==> config.mk <==
export PLATFORM = sky130hd
export DESIGN_NAME = uart_rx_fifo
export DESIGN_NICKNAME = d
export VERILOG_FILES = /design/src/rtl/uart_pkg.sv /design/src/rtl/uart_fifo_ram.sv /design/src/rtl/uart_rx_fifo.sv
export SDC_FILE = /design/constraint.sdc
export NUM_CORES = 1
export LEC_CHECK = 0
export ABC_AREA = 1
export BUFFER_PORTS_ARGS = -buffer_cell sky130_fd_sc_hd__buf_4
export CELL_PAD_IN_SITES_DETAIL_PLACEMENT = 0
export CELL_PAD_IN_SITES_GLOBAL_PLACEMENT = 1
export CORE_MARGIN = 1.5
export CORE_UTILIZATION = 57
export CTS_BUF_LIST = sky130_fd_sc_hd__clkbuf_2
export DETAILED_ROUTE_END_ITERATION = 12
export PLACE_DENSITY = 0.84
export SLEW_MARGIN = 20
export SYNTH_ARGS = -nofsm -noshare
export SYNTH_HDL_FRONTEND = slang
export SYNTH_SLANG_ARGS = --single-unit
==> constraint.sdc <==
create_clock -name PCLK -period 6.6 [get_ports PCLK]
set_clock_uncertainty 0.15 [all_clocks]
set_input_delay 1.32 -clock PCLK [delete_from_list [all_inputs] [get_ports PCLK]]
set_output_delay 1.32 -clock PCLK [all_outputs]
set_load 0.05 [all_outputs]
==> src/rtl/uart_pkg.sv <==
// rtl/uart_pkg.sv - shared UART types and defaults
package uart_pkg;

    localparam int DATA_WIDTH = 32;

    typedef struct packed {
        logic                  err;
        logic [DATA_WIDTH-1:0] data;
    } rx_entry_t;

endpackage

==> src/rtl/uart_fifo_ram.sv <==
// rtl/uart_fifo_ram.sv - DEPTH x WIDTH storage, synchronous write, asynchronous read
module uart_fifo_ram #(
    parameter int WIDTH = 33,
    parameter int DEPTH = 16,
    parameter int AW    = $clog2(DEPTH)
) (
    input  logic             i_clk,
    input  logic             i_we,
    input  logic [AW-1:0]    i_waddr,
    input  logic [WIDTH-1:0] i_wdata,
    input  logic [AW-1:0]    i_raddr,
    output logic [WIDTH-1:0] o_rdata
);

    logic [WIDTH-1:0] r_mem [DEPTH];

    always_ff @(posedge i_clk) begin
        if (i_we) begin
            r_mem[i_waddr] <= i_wdata;
        end
    end

    assign o_rdata = r_mem[i_raddr];

endmodule

==> src/rtl/uart_rx_fifo.sv <==
// rtl/uart_rx_fifo.sv - receive frame FIFO with status, threshold interrupt and sticky overrun
module uart_rx_fifo
    import uart_pkg::*;
#(
    parameter int DATA_WIDTH = uart_pkg::DATA_WIDTH,
    parameter int DEPTH      = 16,
    parameter int AW         = $clog2(DEPTH)
) (
    input  logic                  PCLK,
    input  logic                  PRESET,
    input  logic                  rx_done,
    input  logic                  rx_error,
    input  logic [DATA_WIDTH-1:0] rx_data_in,
    input  logic                  rd_en,
    input  logic                  fifo_clr,
    input  logic [AW:0]           thr,
    input  logic                  overrun_clr,
    output logic [DATA_WIDTH-1:0] rd_data,
    output logic                  rd_err,
    output logic                  empty,
    output logic                  full,
    output logic [AW:0]           count,
    output logic                  rx_irq,
    output logic                  overrun
);

    typedef struct packed {
        logic                  err;
        logic [DATA_WIDTH-1:0] data;
    } entry_t;

    localparam logic [AW:0] L_FULL = (AW+1)'(DEPTH);

    logic          r_done_q;
    logic [AW-1:0] r_wr_ptr;
    logic [AW-1:0] r_rd_ptr;
    logic [AW:0]   r_count;
    logic          r_overrun;

    logic   w_push;
    logic   w_empty;
    logic   w_full;
    logic   w_pop;
    logic   w_push_ok;
    logic   w_drop;
    entry_t w_wr_entry;
    entry_t w_rd_entry;

    assign w_push    = rx_done & ~r_done_q;
    assign w_empty   = (r_count == '0);
    assign w_full    = (r_count == L_FULL);
    assign w_pop     = rd_en & ~w_empty & ~fifo_clr;
    // A full FIFO still accepts a push when the head leaves in the same cycle.
    assign w_push_ok = w_push & ~fifo_clr & (~w_full | w_pop);
    assign w_drop    = w_push & ~fifo_clr & w_full & ~w_pop;

    assign w_wr_entry.err  = rx_error;
    assign w_wr_entry.data = rx_data_in;

    uart_fifo_ram #(
        .WIDTH ($bits(entry_t)),
        .DEPTH (DEPTH),
        .AW    (AW)
    ) u_ram (
        .i_clk   (PCLK),
        .i_we    (w_push_ok),
        .i_waddr (r_wr_ptr),
        .i_wdata (w_wr_entry),
        .i_raddr (r_rd_ptr),
        .o_rdata (w_rd_entry)
    );

    // done_q resets high so a level already present at reset release is not a new frame.
    always_ff @(posedge PCLK or posedge PRESET) begin
        if (PRESET) begin
            r_done_q <= 1'b1;
        end else begin
            r_done_q <= rx_done;
        end
    end

    always_ff @(posedge PCLK or posedge PRESET) begin
        if (PRESET) begin
            r_wr_ptr <= '0;
            r_rd_ptr <= '0;
            r_count  <= '0;
        end else if (fifo_clr) begin
            r_wr_ptr <= '0;
            r_rd_ptr <= '0;
            r_count  <= '0;
        end else begin
            if (w_push_ok) begin
                r_wr_ptr <= r_wr_ptr + 1'b1;
            end
            if (w_pop) begin
                r_rd_ptr <= r_rd_ptr + 1'b1;
            end
            if (w_push_ok && !w_pop) begin
                r_count <= r_count + 1'b1;
            end else if (w_pop && !w_push_ok) begin
                r_count <= r_count - 1'b1;
            end
        end
    end

    always_ff @(posedge PCLK or posedge PRESET) begin
        if (PRESET) begin
            r_overrun <= 1'b0;
        end else if (w_drop) begin
            r_overrun <= 1'b1;
        end else if (overrun_clr) begin
            r_overrun <= 1'b0;
        end
    end

    assign rd_data = w_rd_entry.data;
    assign rd_err  = w_rd_entry.err;
    assign empty   = w_empty;
    assign full    = w_full;
    assign count   = r_count;
    assign rx_irq  = (thr != '0) && (r_count >= thr);
    assign overrun = r_overrun;

endmodule
==> impl_metrics.env <==
export IMPL_outcome="completed"
export IMPL_hpwl_um=26150
export IMPL_synth_nets=1660
export IMPL_yosysTopAreaCell="edfxtp_1"
export IMPL_postSynthCellCount=1601
export IMPL_clockRootBuffer="clkbuf_2"
export IMPL_path_class="register to primary output"
export IMPL_cts_hold_buffers=0
export IMPL_drive_gt1_share_pct=18.71
export IMPL_drc=0
export IMPL_power_mw=8.496
export IMPL_placed_area_mm2=0.02269
export IMPL_leakage_nw=8.125
export IMPL_max_slew_margin_rel_pct=25.12
export IMPL_worst_r2r_setup_slack_ns=3.31
export IMPL_grt_pass1_wl_um=77860
export IMPL_max_clock_freq_mhz=165.3
export IMPL_io_pins=86
export IMPL_yosys_warnings=0
export IMPL_synth_top_area_share_pct=73.57
export IMPL_powerDensity_mw_per_mm2=354.9
export IMPL_dr_total_vias=13900
export IMPL_grt_usage_pct=27.08
export IMPL_final_area_mm2=0.02394
export IMPL_cts_buffer_depth=3
export IMPL_worst_pin_slew_ns=1.121
export IMPL_layout_common_cells="edfxtp_1 (528), nor2_1 (275), o21ai_0 (263), clkbuf_2 (189), buf_4 (111)"
export IMPL_ant_nets=0
export IMPL_n_fill_cell=2792
export IMPL_synth_seq_area_share_pct=75.31
export IMPL_h_tree_depth=4
export IMPL_overflow=0
export IMPL_setup_viol=0
export IMPL_die_h_um=197.5
export IMPL_cp_start_kind="register"
export IMPL_final_util_pct=64.00
export IMPL_antenna_found_initial=3
export IMPL_syn_area_mm2=0.02155
export IMPL_via_per_inst=5.950
export IMPL_synth_area_leaders="edfxtp_1 (74%), o21ai_0 (6.1%), nor2_1 (5.1%)"
export IMPL_rsz0062_at_grt="no"
export IMPL_final_common_cell="edfxtp_1"
export IMPL_cp_end_kind="primary output"
export IMPL_hp_class="primary input to asynchronous set/reset pin"
export IMPL_crit_chain="clkinv_2, buf_4, nor2_1, o21ai_0, o211ai_1, nand3_1, nand2_1, buf_4"
export IMPL_finalHoldViolations=0
export IMPL_finalCritPeriodShare_pct=91.66
export IMPL_synth_xor_area_share_pct=0.1626
export IMPL_required_ns=5.13
export IMPL_cpMostUsedCell="buf_4"
export IMPL_synth_top_family_by_area="compound AO/OA/AOI/OAI gates"
export IMPL_finalNetCount=1800
export IMPL_async_reset_ff_share_pct=2.762
export IMPL_drt_pre_antenna_iters=5
export IMPL_postCtsSetupBuffers=0
export IMPL_cts_resized=0
export IMPL_areaGrowthSynthToFinish_pct=11.06
export IMPL_synthAdderAreaFrac_pct=0.9057
export IMPL_gp_routability_congestion=0.7692
export IMPL_cts_tree="built"
export IMPL_tns_ns=0
export IMPL_synth_simple_area_share_pct=7.785
export IMPL_insertion_delay_ns=1.02
export IMPL_die_area_mm2=0.03899
export IMPL_maxCapViolations=0
export IMPL_crit_path_max_fanout=85
export IMPL_synthMuxAreaShare_pct=0
export IMPL_finalWirelength_um=51190
export IMPL_critical_path_max_stage_delay_ns=1.07
export IMPL_min_period_ns=6.049
export IMPL_clk_pin_slew_worst_paths_ns=0.10
export IMPL_first_global_vias=13820
export IMPL_io_buffers=85
export IMPL_syn_avg_cell_area_um2=13.46
export IMPL_die_w_um=197.5
export IMPL_arrival_ns=4.58
export IMPL_reg2reg_depth=9
export IMPL_grt_max_degree=117
export IMPL_cts_buffers=134
export IMPL_synth_compound_area_share_pct=12.72
export IMPL_synth_main_ff_cell="edfxtp_1"
export IMPL_clock_sinks=543
export IMPL_timing_final_max_slew_violations=0
export IMPL_post_drt_wl_per_cell_um=21.90
export IMPL_fp_row_count=71
export IMPL_initialDrtViolationCount=1327
export IMPL_synth_cell_types=30
export IMPL_synth_edf_count=528
export IMPL_cp_slowest_cell="clkinv_2"
export IMPL_synth_seq_cells=543
export IMPL_max_vdd_ir_drop_v=0.0002818
export IMPL_start_util_pct=57.63
export IMPL_core_area_mm2=0.03740
registers in the layout, indices dropped and copies added (netlist names):
| name | flops |
|---|---|
| count | 5 |
| overrun | 1 |
| r_done_q | 1 |
| r_rd_ptr | 4 |
| r_wr_ptr | 4 |
| u_ram.r_mem | 528 |
worst max-delay path, delay by kind of cell (launching register included):
| family | cells | cell delay (ns) |
|---|---|---|
| buf+inv | 3 | 1.87 |
| flops | 1 | 1.00 |
| simple gates | 3 | 0.40 |
| compound gates | 2 | 0.20 |
cell usage after synthesis, types with 28 or more instances:
master and n:
edfxtp_1 528, a21oi_1 28, clkbuf_1 53, o21ai_0 263
buf_2 37, o221ai_1 82, nand2_1 70, nor2_1 291
o21ai_1 33, nand3_1 54, o211ai_1 51, inv_1 44
worst paths after layout:
check                       startpoint                  to
max reg2reg                   count[0]  u_ram.r_mem[4][13]
min in group PCLK              rx_done            r_done_q
min reg2reg                    overrun             overrun
min                             PRESET         r_wr_ptr[0]
max                        r_rd_ptr[1]          rd_data[9]
max in group asynchronous       PRESET         r_rd_ptr[2]
power by group:
group / switching, mW / internal [mW] / total, mW
combinational: 1.58 / 0.666 / 2.25
sequential: 0.158 / 3.81 / 3.97
clock: 1.28 / 0.995 / 2.28
total: 3.02 / 5.47 / 8.50
layout make-up:
type                            count  area (um2)  area share (%)
Antenna cell                        3       7.507         0.03136
Clock buffer                      189       945.9           3.952
Clock inverter                     29       289.0           1.208
Inverter                           48       186.4          0.7789
Multi-Input combinational cell    902        4770           19.93
Sequential cell                   543       16240           67.87
Tap cell                          511       639.4           2.671
Timing Repair Buffer              112       853.3           3.565
metal layers:
metal	GRT usage (%)	part of all wire, %	vias to the layer above
met4	12.41	2.9	0
met1	35.06	40	6823
met2	43.91	49	611
li1	-	-	6354
met5	0	0	-
met3	6.232	7.9	116
cell families after synthesis:
family          after synthesis
xor+xnor                      4
simple gates                423
buf+inv                     156
compound gates              460
fa+ha+maj                    15
flops                       543
per-stage QoR:
step	setup slack, ns	std cells	hold slack, ns
floorplan	2.541	1601	0.4347
global placement	2.035	2115	0.3689
detailed placement	1.932	2116	0.3781
CTS	0.8045	2334	0.1544
global route	0.2046	2337	0.1682
finish	0.5505	2337	0.2200
Power figures use the tool's default switching activity.
